`config.mk`:
```
export PLATFORM = sky130hd
export DESIGN_NAME = sc_game_status
export DESIGN_NICKNAME = d
export VERILOG_FILES = /design/src/rtl/sc_game_status.sv
export SDC_FILE = /design/constraint.sdc
export NUM_CORES = 1
export LEC_CHECK = 0
export CAP_MARGIN = 20
export CORE_AREA = 2 2 41 62
export DETAILED_ROUTE_END_ITERATION = 16
export DIE_AREA = 0 0 43 64
export MAX_ROUTING_LAYER = met4
export PLACE_DENSITY = 0.89
export SYNTH_ARGS = -nofsm -noshare
export SYNTH_HDL_FRONTEND = slang
export SYNTH_SLANG_ARGS = --single-unit
```
`constraint.sdc`:
```
create_clock -name SC_GAMESTATUS_CLOCK_50 -period 5.4 [get_ports SC_GAMESTATUS_CLOCK_50]
set_clock_uncertainty 0.2 [all_clocks]
set_input_delay 1.35 -clock SC_GAMESTATUS_CLOCK_50 [delete_from_list [all_inputs] [get_ports SC_GAMESTATUS_CLOCK_50]]
set_output_delay 1.35 -clock SC_GAMESTATUS_CLOCK_50 [all_outputs]
set_load 0.005 [all_outputs]
```
`src/rtl/sc_game_status.sv`:
```
// Game-status register stage behind the Frogger principal FSM.
// It tracks lives, level and filled houses, and holds the sticky end-of-game flags.
module sc_game_status #(
    parameter int LIVES_INIT = 3,
    parameter int LEVEL_MAX  = 3,
    parameter int HOUSES_W   = 8
) (
    input  logic                SC_GAMESTATUS_CLOCK_50,
    input  logic                SC_GAMESTATUS_RESET_InHigh,
    input  logic                SC_GAMESTATUS_LIVEOUT,
    input  logic                SC_GAMESTATUS_LEVELOUT,
    input  logic [2:0]          SC_GAMESTATUS_RESETLEVEL,
    input  logic [3:0]          SC_GAMESTATUS_NEXTLEVEL,
    input  logic [HOUSES_W-1:0] SC_GAMESTATUS_LEVELOR,
    output logic [3:0]          SC_GAMESTATUS_LIVECOUNT,
    output logic [3:0]          SC_GAMESTATUS_LEVELCOUNT,
    output logic [HOUSES_W-1:0] SC_GAMESTATUS_HOUSES,
    output logic                SC_GAMESTATUS_LIFELOST,
    output logic                SC_GAMESTATUS_LEVELUP,
    output logic                SC_GAMESTATUS_GAMEOVER,
    output logic                SC_GAMESTATUS_GAMEWIN
);

    typedef enum logic [1:0] {
        ST_PLAY,
        ST_CLEAR,
        ST_LOSE,
        ST_WIN
    } state_t;

    state_t              state_q;
    logic                liveout_q;
    logic                levelout_q;
    logic [3:0]          lives_q;
    logic [3:0]          level_q;
    logic [HOUSES_W-1:0] houses_q;
    logic                lifelost_q;
    logic                levelup_q;
    logic                gameover_q;
    logic                gamewin_q;

    logic                life_ev;
    logic                level_ev;
    logic                lose_cmd;
    logic                win_cmd;
    logic                clear_cmd;
    logic                lives_can_dec;
    logic                level_can_inc;

    // LIVEOUT also rises after a house hit, but then RESETLEVEL is non-zero,
    // so only a death produces a life-loss event.
    always_comb begin
        life_ev       = SC_GAMESTATUS_LIVEOUT & ~liveout_q & (SC_GAMESTATUS_RESETLEVEL == 3'b000);
        level_ev      = SC_GAMESTATUS_LEVELOUT & ~levelout_q;
        lose_cmd      = (SC_GAMESTATUS_RESETLEVEL == 3'b010);
        win_cmd       = (SC_GAMESTATUS_NEXTLEVEL == 4'b0011);
        clear_cmd     = (SC_GAMESTATUS_NEXTLEVEL == 4'b0010);
        lives_can_dec = (lives_q != 4'd0);
        level_can_inc = (level_q < 4'(LEVEL_MAX));
    end

    // NOTE: all state below uses non-blocking assignments so every register
    // samples the pre-edge values, whatever order the statements appear in.
    always_ff @(posedge SC_GAMESTATUS_CLOCK_50) begin
        if (SC_GAMESTATUS_RESET_InHigh) begin
            state_q    <= ST_PLAY;
            liveout_q  <= 1'b0;
            levelout_q <= 1'b0;
            lives_q    <= 4'(LIVES_INIT);
            level_q    <= 4'd0;
            houses_q   <= '0;
            lifelost_q <= 1'b0;
            levelup_q  <= 1'b0;
            gameover_q <= 1'b0;
            gamewin_q  <= 1'b0;
        end else begin
            liveout_q  <= SC_GAMESTATUS_LIVEOUT;
            levelout_q <= SC_GAMESTATUS_LEVELOUT;
            lifelost_q <= 1'b0;
            levelup_q  <= 1'b0;

            case (state_q)
                ST_PLAY, ST_CLEAR: begin
                    if (lose_cmd) begin
                        state_q    <= ST_LOSE;
                        gameover_q <= 1'b1;
                    end else if (win_cmd) begin
                        state_q   <= ST_WIN;
                        gamewin_q <= 1'b1;
                    end else if (state_q == ST_CLEAR && clear_cmd) begin
                        houses_q <= '0;
                        state_q  <= ST_PLAY;
                    end else begin
                        if (life_ev && lives_can_dec) begin
                            lives_q    <= lives_q - 4'd1;
                            lifelost_q <= 1'b1;
                        end
                        if (level_ev) begin
                            if (level_can_inc) begin
                                level_q   <= level_q + 4'd1;
                                levelup_q <= 1'b1;
                            end
                            state_q <= ST_CLEAR;
                        end
                        // The house map is stale while a level change is pending.
                        if (state_q == ST_PLAY) begin
                            houses_q <= houses_q | SC_GAMESTATUS_LEVELOR;
                        end
                    end
                end
                default: begin
                    // ST_LOSE / ST_WIN: everything frozen until reset.
                end
            endcase
        end
    end

    assign SC_GAMESTATUS_LIVECOUNT  = lives_q;
    assign SC_GAMESTATUS_LEVELCOUNT = level_q;
    assign SC_GAMESTATUS_HOUSES     = houses_q;
    assign SC_GAMESTATUS_LIFELOST   = lifelost_q;
    assign SC_GAMESTATUS_LEVELUP    = levelup_q;
    assign SC_GAMESTATUS_GAMEOVER   = gameover_q;
    assign SC_GAMESTATUS_GAMEWIN    = gamewin_q;

endmodule

```
==> results of run 1 <==
## power by group through the flow
stage                     clock network (mW)  logic, mW  registers (mW)
after floorplan                            0     0.0280           0.199
after global placement                     0     0.0621           0.199
after detailed placement                   0     0.0648           0.199
after CTS                             0.0766     0.0651           0.196
after global routing                  0.0833     0.0703           0.197
final                                 0.0760     0.0646           0.196
## layout make-up
type                       instances  area [um^2]
fill                             195        827.0
sequential                        24        480.5
multi-input combinational         72        449.2
timing repair buffer              38        380.4
tap                               23        28.78
clock buffer                       3        22.52
inverter                           5        18.77
## flip-flops by register name, summed over array words and instances (netlist names)
signal	cells
SC_GAMESTATUS_LEVELUP	1
state_q	2
SC_GAMESTATUS_LIVECOUNT	4
SC_GAMESTATUS_LIFELOST	1
SC_GAMESTATUS_GAMEOVER	1
liveout_q	1
SC_GAMESTATUS_LEVELCOUNT	4
SC_GAMESTATUS_HOUSES	8
SC_GAMESTATUS_GAMEWIN	1
levelout_q	1
## routing by layer
layer	wire [um]	track usage [%]	up-vias
met3	130	2.825	4
met2	1150	28.79	30
met4	49	9.848	0
met1	909	20.60	413
li1	-	-	442
met5	0	-	-
## synth_stat cells
cell type / instances / area share [%]
or3b_2: 2 / 1.8
or2_2: 1 / 0.65
dfxtp_1: 24 / 50
nor4bb_1: 1 / 1.0
inv_1: 5 / 1.9
mux2_2: 1 / 1.2
nand3_1: 1 / 0.52
nand3b_1: 1 / 0.78
nor3b_1: 2 / 1.6
nand2_1: 3 / 1.2
nor4b_1: 1 / 0.91
o31ai_1: 3 / 2.3
a2111oi_4: 1 / 2.9
a211o_1: 1 / 0.91
clkbuf_1: 1 / 0.39
or3_1: 1 / 0.65
nor2_1: 17 / 6.6
a21oi_1: 15 / 7.8
buf_6: 1 / 1.2
o21a_1: 1 / 0.78
or4_1: 3 / 2.3
nand4bb_1: 1 / 1.2
nor2b_1: 5 / 3.2
a31oi_1: 1 / 0.65
o21ai_0: 1 / 0.52
nor3_1: 3 / 1.6
mux2i_1: 1 / 1.0
or2_0: 1 / 0.65
ha_1: 2 / 2.6
nand4_1: 1 / 0.65
nand2b_1: 1 / 0.65
## kinds of logic (layout without fill, tap and decap cells)
kind of cell,after synthesis,after routing,share of synthesized area [%]
simple gates,45,45,25.98
flops,24,24,49.87
compound gates,23,23,15.84
buf+inv,7,46,3.506
fa+ha+maj,2,2,2.597
mux,2,2,2.208
## worst min-delay path, stage by stage, from the launching register on
cell and delay [ps]:
dfxtp_1 350, a21oi_1 40, nor2_1 70
## stage by stage
step                      utilization, %  hold WS (ps)  area, um^2
final                              62.53         287.1        1380
after global routing               62.53         326.0        1380
after CTS                          62.53         287.7        1380
after detailed placement           61.51         258.4        1358
after global placement             61.51         251.6        1358
after floorplan                        -         260.4       963.4
## how the worst min path moves through the flow
stage	end	slack, ps	cells past startpoint
after floorplan	SC_GAMESTATUS_GAMEOVER	260	2
after global placement	SC_GAMESTATUS_HOUSES[5]	250	2
after detailed placement	SC_GAMESTATUS_HOUSES[4]	260	2
after CTS	SC_GAMESTATUS_HOUSES[4]	290	2
after global routing	SC_GAMESTATUS_LEVELCOUNT[2]	330	1
final	SC_GAMESTATUS_HOUSES[4]	290	2
==> impl_metrics.csv, run 1 <==
group,metric,value,unit
power_and_ir_drop,p_leak,0.5301,nW
place,place_ws,1802,ps
power_and_ir_drop,p_per_area,243.6,nW/um^2
routing,wl_per_cell,13.57,um
place,place_congestion,0.7349,
routing,drt_iter0_drc,18,
critical_path,reg2reg_from,"SC_GAMESTATUS_LIVECOUNT[0]",
critical_path,crit_fanout,10,
timing,rsz0062_at_grt,"no",
critical_path,reg2reg_depth,6,
synthesis,synth_area,963.4,um^2
place,post-dp-hpwl,1739,um
timing,fin_ws,2142,ps
grt,grt_pass1_vias,857,
routing,totalWireLength,2239,um
grt,grt_start_max_net_pins,17,
critical_path,critPathKind,"input pin to flop",
clock_network,root_buffer,"clkbuf_4",
clock_network,ctsResizeCount,0,
place,dp_cells,162,
power_and_ir_drop,peakVddDrop,0.1661,mV
grt,antenna_found_initial,0,
die,num_rows,21,
synthesis,yosysUniqueCellTypes,31,
routing,route.detailed.drc,0,
timing,fmax,307.0,MHz
routing,first_pass_iters,4,
clock_network,clock_latency,320,ps
critical_path,r2r_end,"SC_GAMESTATUS_LIVECOUNT[3]",
timing,setup_viol,0,
routing,ant_nets,0,
power_and_ir_drop,seq_power_share,58.2,%
routing,vias,889,
clock_network,cts-buffers-inserted,3,
place,io_buffers,38,
critical_path,crit_start,"SC_GAMESTATUS_RESETLEVEL[1]",
timing,post-route-period-util,60.33,%
synthesis,syn_inst,103,
outcome,outcome,"complete, no violations",
timing,timing.final.max_slew_violations,0,
clock_network,postCtsHoldBufs,0,
synthesis,ys_warn_count,0,
grt,grt_pass1_wl,3698,um
die,initial_utilization,43.65,%
final_layout,area_delta_synth_final,43.25,%
critical_path,crit_required,5420,ps
critical_path,path_delay_family,"simple AND/OR/NAND/NOR gates",
critical_path,cp_num_cells,5,
grt,grt_overflow,0,
power_and_ir_drop,internal_power,0.2526,mW
critical_path,rrSetupSlack,3440,ps
die,fp.dieH,64,um
timing,min_period,3258,ps
synthesis,synth.yosys.seq_area_share,49.87,%
routing,viasPerCell,5.388,
final_layout,layout.cells.non_filler,165,
timing,slew_headroom,39.20,%
synthesis,synth_seq_cells,24,
clock_network,post_cts_buffers,0,
timing,tns,0,ps
power_and_ir_drop,net-switching-power,0.08365,mW
min_path,worstHoldStart,"SC_GAMESTATUS_HOUSES[4]",
clock_network,clkTransAtPathRegs,120,ps
critical_path,crit_path_end,"SC_GAMESTATUS_LEVELCOUNT[0]",
timing,tightest_slew,904.3,ps
min_path,hold_path.class,"flop to flop",
run,cap_violations,0,
die,core_area,2207,um^2
power_and_ir_drop,fin_total_pwr,0.3362,mW
final_layout,finalNetCount,165,
synthesis,synth_nets,124,
grt,grt_use_total,17.79,%
critical_path,cpPeakStageDelay,670,ps
power_and_ir_drop,p_comb_share,19.2,%
clock_network,clock-sinks,24,
power_and_ir_drop,swShare,24.88,%
timing,hold_violations,0,
clock_network,clockBufferDepth,2,
final_layout,drive_above_1_share,5.634,%
final_layout,final_common_cell,"clkdlybuf4s50_1",
power_and_ir_drop,clockPowerShare,22.6,%
critical_path,slowest_stage,"nor3b_1",
die,die_w,43,um
critical_path,path_cells,"clkdlybuf4s50_1 -> nor3b_1 -> a211o_1 -> nor2_1 -> mux2_2",
critical_path,start_kind,"input pin",
critical_path,arrival,3280,ps
final_layout,final_cell_mix,"clkdlybuf4s50_1 (38), dfxtp_1 (24), nor2_1 (17)",
critical_path,critical_path.endpoint_type,"flop",
die,boundaryPins,39,
clock_network,cts_tree,"done",
clock_network,h-tree-depth,1,
final_layout,n_antenna_cell,0,
critical_path,crit_buf_inv,1,
synthesis,syn_avg_cell_area,9.354,um^2
die,die-area,2752,um^2
(Power assumes the default switching activity.)
==> run 2: changes to the inputs <==
--- a/config.mk
+++ b/config.mk
@@ -6,11 +6,11 @@
 export NUM_CORES = 1
 export LEC_CHECK = 0
 export CAP_MARGIN = 20
-export CORE_AREA = 2 2 41 62
+export CORE_AREA = 2 2 43 65
 export DETAILED_ROUTE_END_ITERATION = 16
-export DIE_AREA = 0 0 43 64
+export DIE_AREA = 0 0 45 67
 export MAX_ROUTING_LAYER = met4
-export PLACE_DENSITY = 0.89
+export PLACE_DENSITY = 0.83
 export SYNTH_ARGS = -nofsm -noshare
 export SYNTH_HDL_FRONTEND = slang
 export SYNTH_SLANG_ARGS = --single-unit
==> constraint.sdc (replaced) <==
create_clock -name SC_GAMESTATUS_CLOCK_50 -period 3.4 [get_ports SC_GAMESTATUS_CLOCK_50]
set_clock_uncertainty 0.2 [all_clocks]
set_input_delay 0.85 -clock SC_GAMESTATUS_CLOCK_50 [delete_from_list [all_inputs] [get_ports SC_GAMESTATUS_CLOCK_50]]
set_output_delay 0.85 -clock SC_GAMESTATUS_CLOCK_50 [all_outputs]
set_load 0.005 [all_outputs]
==> run 2 against run 1 <==
Against the previous run:
- die area increased by 9.6%
- critical path type unchanged
- flip-flop and latch count unchanged
- non-clock buffer count increased by 2
- clock-buffer cell count unchanged
- worst hold slack improved by 7.0 ps
- cell count increased by 1.8%
- setup slack got worse by 1400 ps
- via count increased by 1.2%
- largest cell class unchanged
- wire length increased by 3.3%
- clock power increased by 58%
==> impl_metrics.csv, run 2 (same netlist as run 1, synthesis figures left out) <==
group,metric,value,unit
outcome,outcome,"complete, no violations",
critical_path,critical_path.endpoint_type,"flop",
critical_path,crit_path_end,"SC_GAMESTATUS_HOUSES[5]",
timing,timing.final.max_slew_violations,0,
final_layout,final_common_cell,"clkdlybuf4s50_1",
place,placed_cell_area,1374,um^2
die,die_w,45,um
timing,rsz0062_at_grt,"no",
routing,ant_nets,0,
place,place_congestion,0.7638,
timing,fmax,372.0,MHz
final_layout,finalNetCount,167,
routing,drt_iter0_drc,20,
power_and_ir_drop,p_comb_share,19.6,%
final_layout,drive_above_1_share,6.944,%
critical_path,arrival,2740,ps
clock_network,root_buffer,"clkbuf_4",
place,dp_cells,165,
die,initial_utilization,39.77,%
power_and_ir_drop,internal_power,0.4026,mW
clock_network,clockBufferDepth,2,
grt,antenna_found_initial,0,
critical_path,start_kind,"input pin",
clock_network,clkTransAtPathRegs,110,ps
timing,tns,0,ps
die,num_rows,22,
final_layout,num-fill-cells,215,
clock_network,clock_latency,310,ps
routing,wl_per_cell,13.77,um
grt,grt_pass1_wl,3657,um
power_and_ir_drop,net-switching-power,0.1329,mW
power_and_ir_drop,p_per_area,383.5,nW/um^2
die,die-area,3015,um^2
routing,totalWireLength,2313,um
place,post-dp-hpwl,1803,um
place,io_buffers,38,
critical_path,reg2reg_depth,6,
clock_network,postCtsHoldBufs,0,
die,boundaryPins,39,
timing,min_period,2688,ps
grt,grt_start_max_net_pins,17,
grt,top_usage_layer,"met2",
grt,met3_usage,3.523,%
grt,grt_use_total,16.86,%
routing,viasPerCell,5.357,
die,fp.dieH,67,um
place,place_ws,404.2,ps
grt,grt_pass1_vias,922,
grt,grt_overflow,0,
critical_path,path_cells,"clkdlybuf4s50_1 -> or3b_2 -> a2111oi_4 -> a21oi_1 -> nor2_1",
power_and_ir_drop,clockPowerShare,22.4,%
timing,setup_viol,0,
routing,vias,900,
final_layout,largest_register_ffs,8,
final_layout,area_delta_synth_final,44.94,%
timing,tightest_slew,616.2,ps
power_and_ir_drop,seq_power_share,58.0,%
critical_path,crit_fanout,8,
power_and_ir_drop,swShare,24.82,%
timing,post-route-period-util,79.06,%
final_layout,final_cell_mix,"clkdlybuf4s50_1 (38), dfxtp_1 (24), nor2_1 (17)",
power_and_ir_drop,peakVddDrop,0.3019,mV
die,core_area,2422,um^2
routing,route.detailed.drc,0,
routing,first_pass_iters,4,
final_layout,final_core_util,57.64,%
min_path,hold_path.class,"flop to flop",
clock_network,cts-buffers-inserted,3,
clock_network,ctsResizeCount,0,
critical_path,slowest_stage,"a2111oi_4",
final_layout,design_area,1396,um^2
critical_path,cpPeakStageDelay,580,ps
timing,fin_ws,711.9,ps
clock_network,h-tree-depth,1,
timing,hold_violations,0,
critical_path,reg2reg_from,"SC_GAMESTATUS_LIVECOUNT[0]",
critical_path,critPathKind,"input pin to flop",
critical_path,rrSetupSlack,1410,ps
critical_path,crit_start,"SC_GAMESTATUS_NEXTLEVEL[1]",
clock_network,post_cts_buffers,0,
final_layout,multi_input_area,449.2,um^2
clock_network,clock-sinks,24,
critical_path,r2r_end,"SC_GAMESTATUS_LIVECOUNT[3]",
grt,met1_usage,16.95,%
timing,slew_headroom,58.36,%
grt,grtUsageMet2,29.64,%
final_layout,n_antenna_cell,0,
clock_network,cts_tree,"done",
final_layout,layout.cells.non_filler,168,
power_and_ir_drop,p_leak,0.5402,nW
final_layout,ff_latch_area,480.5,um^2
critical_path,crit_required,3450,ps
run,cap_violations,0,
==> run 2: cell types whose count changed in the layout (fill, tap and decap cells not counted) <==
cell and change:
buf_4 +2
==> run 2: stage by stage <==
stage / hold WS [ps] / total power, mW
5_1_grt: 312.7 / 0.5613
3_3_place_gp: 252.6 / 0.4161
4_1_cts: 291.7 / 0.5391
2_1_floorplan: 260.4 / 0.3605
3_5_place_dp: 260.5 / 0.4215
6_report: 294.1 / 0.5355
==> run 2: power by group through the flow <==
stage | combinational, mW | clock (mW) | sequential, mW
6_report | 0.105 | 0.120 | 0.310
5_1_grt | 0.113 | 0.135 | 0.313
3_3_place_gp | 0.100 | 0 | 0.316
4_1_cts | 0.106 | 0.123 | 0.311
2_1_floorplan | 0.0445 | 0 | 0.316
3_5_place_dp | 0.105 | 0 | 0.317
==> run 2: cell type report <==
type	instances	share of cell area, %
flip-flops and latches	24	34.41
multi-input cells	72	32.17
repair buffers	40	28.32
well taps	24	2.151
clock buffers	3	1.613
inverters	5	1.344
==> run 2: how the worst min path moves through the flow <==
stage / from / endpoint / slack, ps / cells past startpoint
after floorplan: SC_GAMESTATUS_GAMEOVER / SC_GAMESTATUS_GAMEOVER / 260 / 2
after global placement: SC_GAMESTATUS_HOUSES[1] / SC_GAMESTATUS_HOUSES[1] / 250 / 2
after detailed placement: SC_GAMESTATUS_HOUSES[1] / SC_GAMESTATUS_HOUSES[1] / 260 / 2
after CTS: SC_GAMESTATUS_HOUSES[1] / SC_GAMESTATUS_HOUSES[1] / 290 / 2
after global routing: SC_GAMESTATUS_LEVELCOUNT[2] / SC_GAMESTATUS_LEVELCOUNT[2] / 310 / 1
final: SC_GAMESTATUS_HOUSES[2] / SC_GAMESTATUS_HOUSES[2] / 290 / 2
==> run 2: metal layers <==
layer,up-vias,routed length [um]
met5,-,0
met2,31,1180
met1,417,945
li1,448,-
met4,0,27
met3,4,159
==> run 2: critical path, delay by kind of cell <==
kind,cells,cell delay [ps]
AO/OA/AOI/OAI,2,750
AND/OR/NAND/NOR,2,630
buffers and inverters,1,510
==> run 3: changes to the inputs <==
==> constraint.sdc (replaced) <==
create_clock -name SC_GAMESTATUS_CLOCK_50 -period 2.59 [get_ports SC_GAMESTATUS_CLOCK_50]
set_clock_uncertainty 0.2 [all_clocks]
set_input_delay 0.6475 -clock SC_GAMESTATUS_CLOCK_50 [delete_from_list [all_inputs] [get_ports SC_GAMESTATUS_CLOCK_50]]
set_output_delay 0.6475 -clock SC_GAMESTATUS_CLOCK_50 [all_outputs]
set_load 0.005 [all_outputs]
==> run 3 against run 2 <==
Against the previous run:
- register-to-register slack worse by 770 ps
- cell count increased by 3.6%
- clock-buffer cell count up 1
- core utilization rose by 2.3 points
- combinational power grew 40%
- non-clock buffer count up 5
- worst hold slack got worse by 2.3 ps
- critical path depth grew 1
- die area unchanged
- sequential power up 31%
- critical endpoint is now SC_GAMESTATUS_HOUSES[7]
==> impl_metrics.csv, run 3 (same netlist as run 1, synthesis figures left out) <==
group,metric,value,unit
outcome,outcome,"complete, no violations",
power_and_ir_drop,p_leak,0.5746,nW
die,die_w,45,um
clock_network,ctsResizeCount,0,
die,initial_utilization,39.77,%
clock_network,clkTransAtPathRegs,120,ps
power_and_ir_drop,net-switching-power,0.1872,mW
final_layout,drive_above_1_share,11.33,%
timing,setup_viol,0,
min_path,hold_path.class,"flop to flop",
critical_path,start_kind,"input pin",
grt,grt_pass1_vias,900,
routing,route.detailed.drc,0,
timing,timing.final.max_slew_violations,0,
critical_path,arrival,2370,ps
timing,hold_violations,0,
place,post-dp-hpwl,1772,um
power_and_ir_drop,swShare,24.81,%
clock_network,postCtsHoldBufs,0,
final_layout,n_antenna_cell,0,
final_layout,final_cell_mix,"clkdlybuf4s50_1 (38), dfxtp_1 (24), nor2_1 (17)",
place,place_congestion,0.7763,
clock_network,clock_latency,320,ps
clock_network,post_cts_buffers,0,
clock_network,root_buffer,"clkbuf_4",
run,cap_violations,0,
routing,maxUsedRoutingLayer,"met4",
routing,viasPerCell,5.345,
clock_network,clock-sinks,24,
grt,grt_start_max_net_pins,14,
routing,totalWireLength,2332,um
die,fp.dieH,67,um
critical_path,crit_required,2650,ps
routing,ant_nets,0,
final_layout,finalNetCount,172,
timing,post-route-period-util,89.05,%
die,core_area,2422,um^2
clock_network,cts-buffers-inserted,3,
critical_path,path_cells,"clkdlybuf4s50_1 -> or3b_2 -> a2111oi_4 -> buf_4 -> a21oi_1 -> nor2_1",
critical_path,crit_fanout,8,
timing,fmax,433.6,MHz
timing,rsz0062_at_grt,"no",
routing,met1_length,984,um
place,placed_cell_area,1411,um^2
power_and_ir_drop,seq_power_share,54.0,%
die,num_rows,22,
final_layout,num-fill-cells,220,
timing,tightest_slew,582.9,ps
routing,wl_per_cell,13.40,um
routing,drt_iter0_drc,15,
power_and_ir_drop,peakVddDrop,0.3777,mV
timing,min_period,2306,ps
final_layout,design_area,1453,um^2
clock_network,h-tree-depth,1,
routing,first_pass_iters,4,
die,die-area,3015,um^2
power_and_ir_drop,clockPowerShare,26.5,%
critical_path,critPathKind,"input pin to flop",
critical_path,slowest_stage,"clkdlybuf4s50_1",
place,io_buffers,38,
die,boundaryPins,39,
final_layout,largest_register_ffs,8,
power_and_ir_drop,p_per_area,519.2,nW/um^2
power_and_ir_drop,internal_power,0.5671,mW
clock_network,cts_tree,"done",
power_and_ir_drop,p_comb_share,19.5,%
grt,grt_overflow,0,
routing,wl_met2,1152,um
critical_path,cpPeakStageDelay,490,ps
routing,dr_wl_met3,152,um
final_layout,final_common_cell,"clkdlybuf4s50_1",
power_and_ir_drop,fin_total_pwr,0.7543,mW
final_layout,area_delta_synth_final,50.78,%
grt,grt_pass1_wl,3512,um
routing,vias,930,
critical_path,critical_path.endpoint_type,"flop",
grt,antenna_found_initial,0,
timing,slew_headroom,60.91,%
clock_network,clockBufferDepth,2,
grt,grt_use_total,15.81,%
[run 3: cell count changes in the layout (fill, tap and decap cells not counted)]
cell,delta
buf_4,+5
o31ai_2,+1
o31ai_1,-1
clkbuf_8,+1
[run 3: metrics by stage]
step	setup TNS [ps]	worst slack [ps]	hold WS [ps]	utilization, %	instances
after floorplan	0	448.8	260.4	-	103
after global placement	-603.2	-78.89	250.8	58.26	170
after detailed placement	-1357	-190.4	257.4	58.26	170
after CTS	0	151.0	295.8	59.76	174
after global routing	0	182.3	309.1	59.97	174
final	0	283.5	291.9	59.97	174
[run 3: power groups by stage]
stage	Sequential, mW	Clock [mW]	Combinational, mW
after floorplan	0.415	0	0.0584
after global placement	0.414	0	0.140
after detailed placement	0.415	0	0.147
after CTS	0.407	0.201	0.148
after global routing	0.410	0.213	0.160
final	0.407	0.200	0.147
[run 3: cell type report]
cell class	instances	area [um^2]	share of cell area, %
multi-input combinational	72	454.2	31.27
inverter	5	18.77	1.292
sequential	24	480.5	33.08
timing repair buffer	45	432.9	29.80
tap	24	30.03	2.067
clock buffer	4	36.28	2.498
[run 3: path summary, 6_finish.rpt]
check | start | endpoint | slack (ps) | cells after the start
worst min-delay path | SC_GAMESTATUS_HOUSES[5] | SC_GAMESTATUS_HOUSES[5] | 290 | 2
worst max-delay path | SC_GAMESTATUS_NEXTLEVEL[1] | SC_GAMESTATUS_HOUSES[7] | 280 | 6
worst max register to register | SC_GAMESTATUS_LIVECOUNT[0] | SC_GAMESTATUS_LIVECOUNT[3] | 640 | 6
worst min register to register | SC_GAMESTATUS_HOUSES[5] | SC_GAMESTATUS_HOUSES[5] | 290 | 2
[run 3: worst max-delay path, delay by kind of cell]
family	cells	cell delay, ps
buf+inv	2	700
simple gates	2	590
compound gates	2	430
[run 3: metal layers]
layer | vias to the layer above | global-route usage [%]
li1 | 456 | -
met1 | 438 | 18.44
met4 | 0 | 6.618
met2 | 31 | 26.43
met5 | - | -
met3 | 5 | 2.168
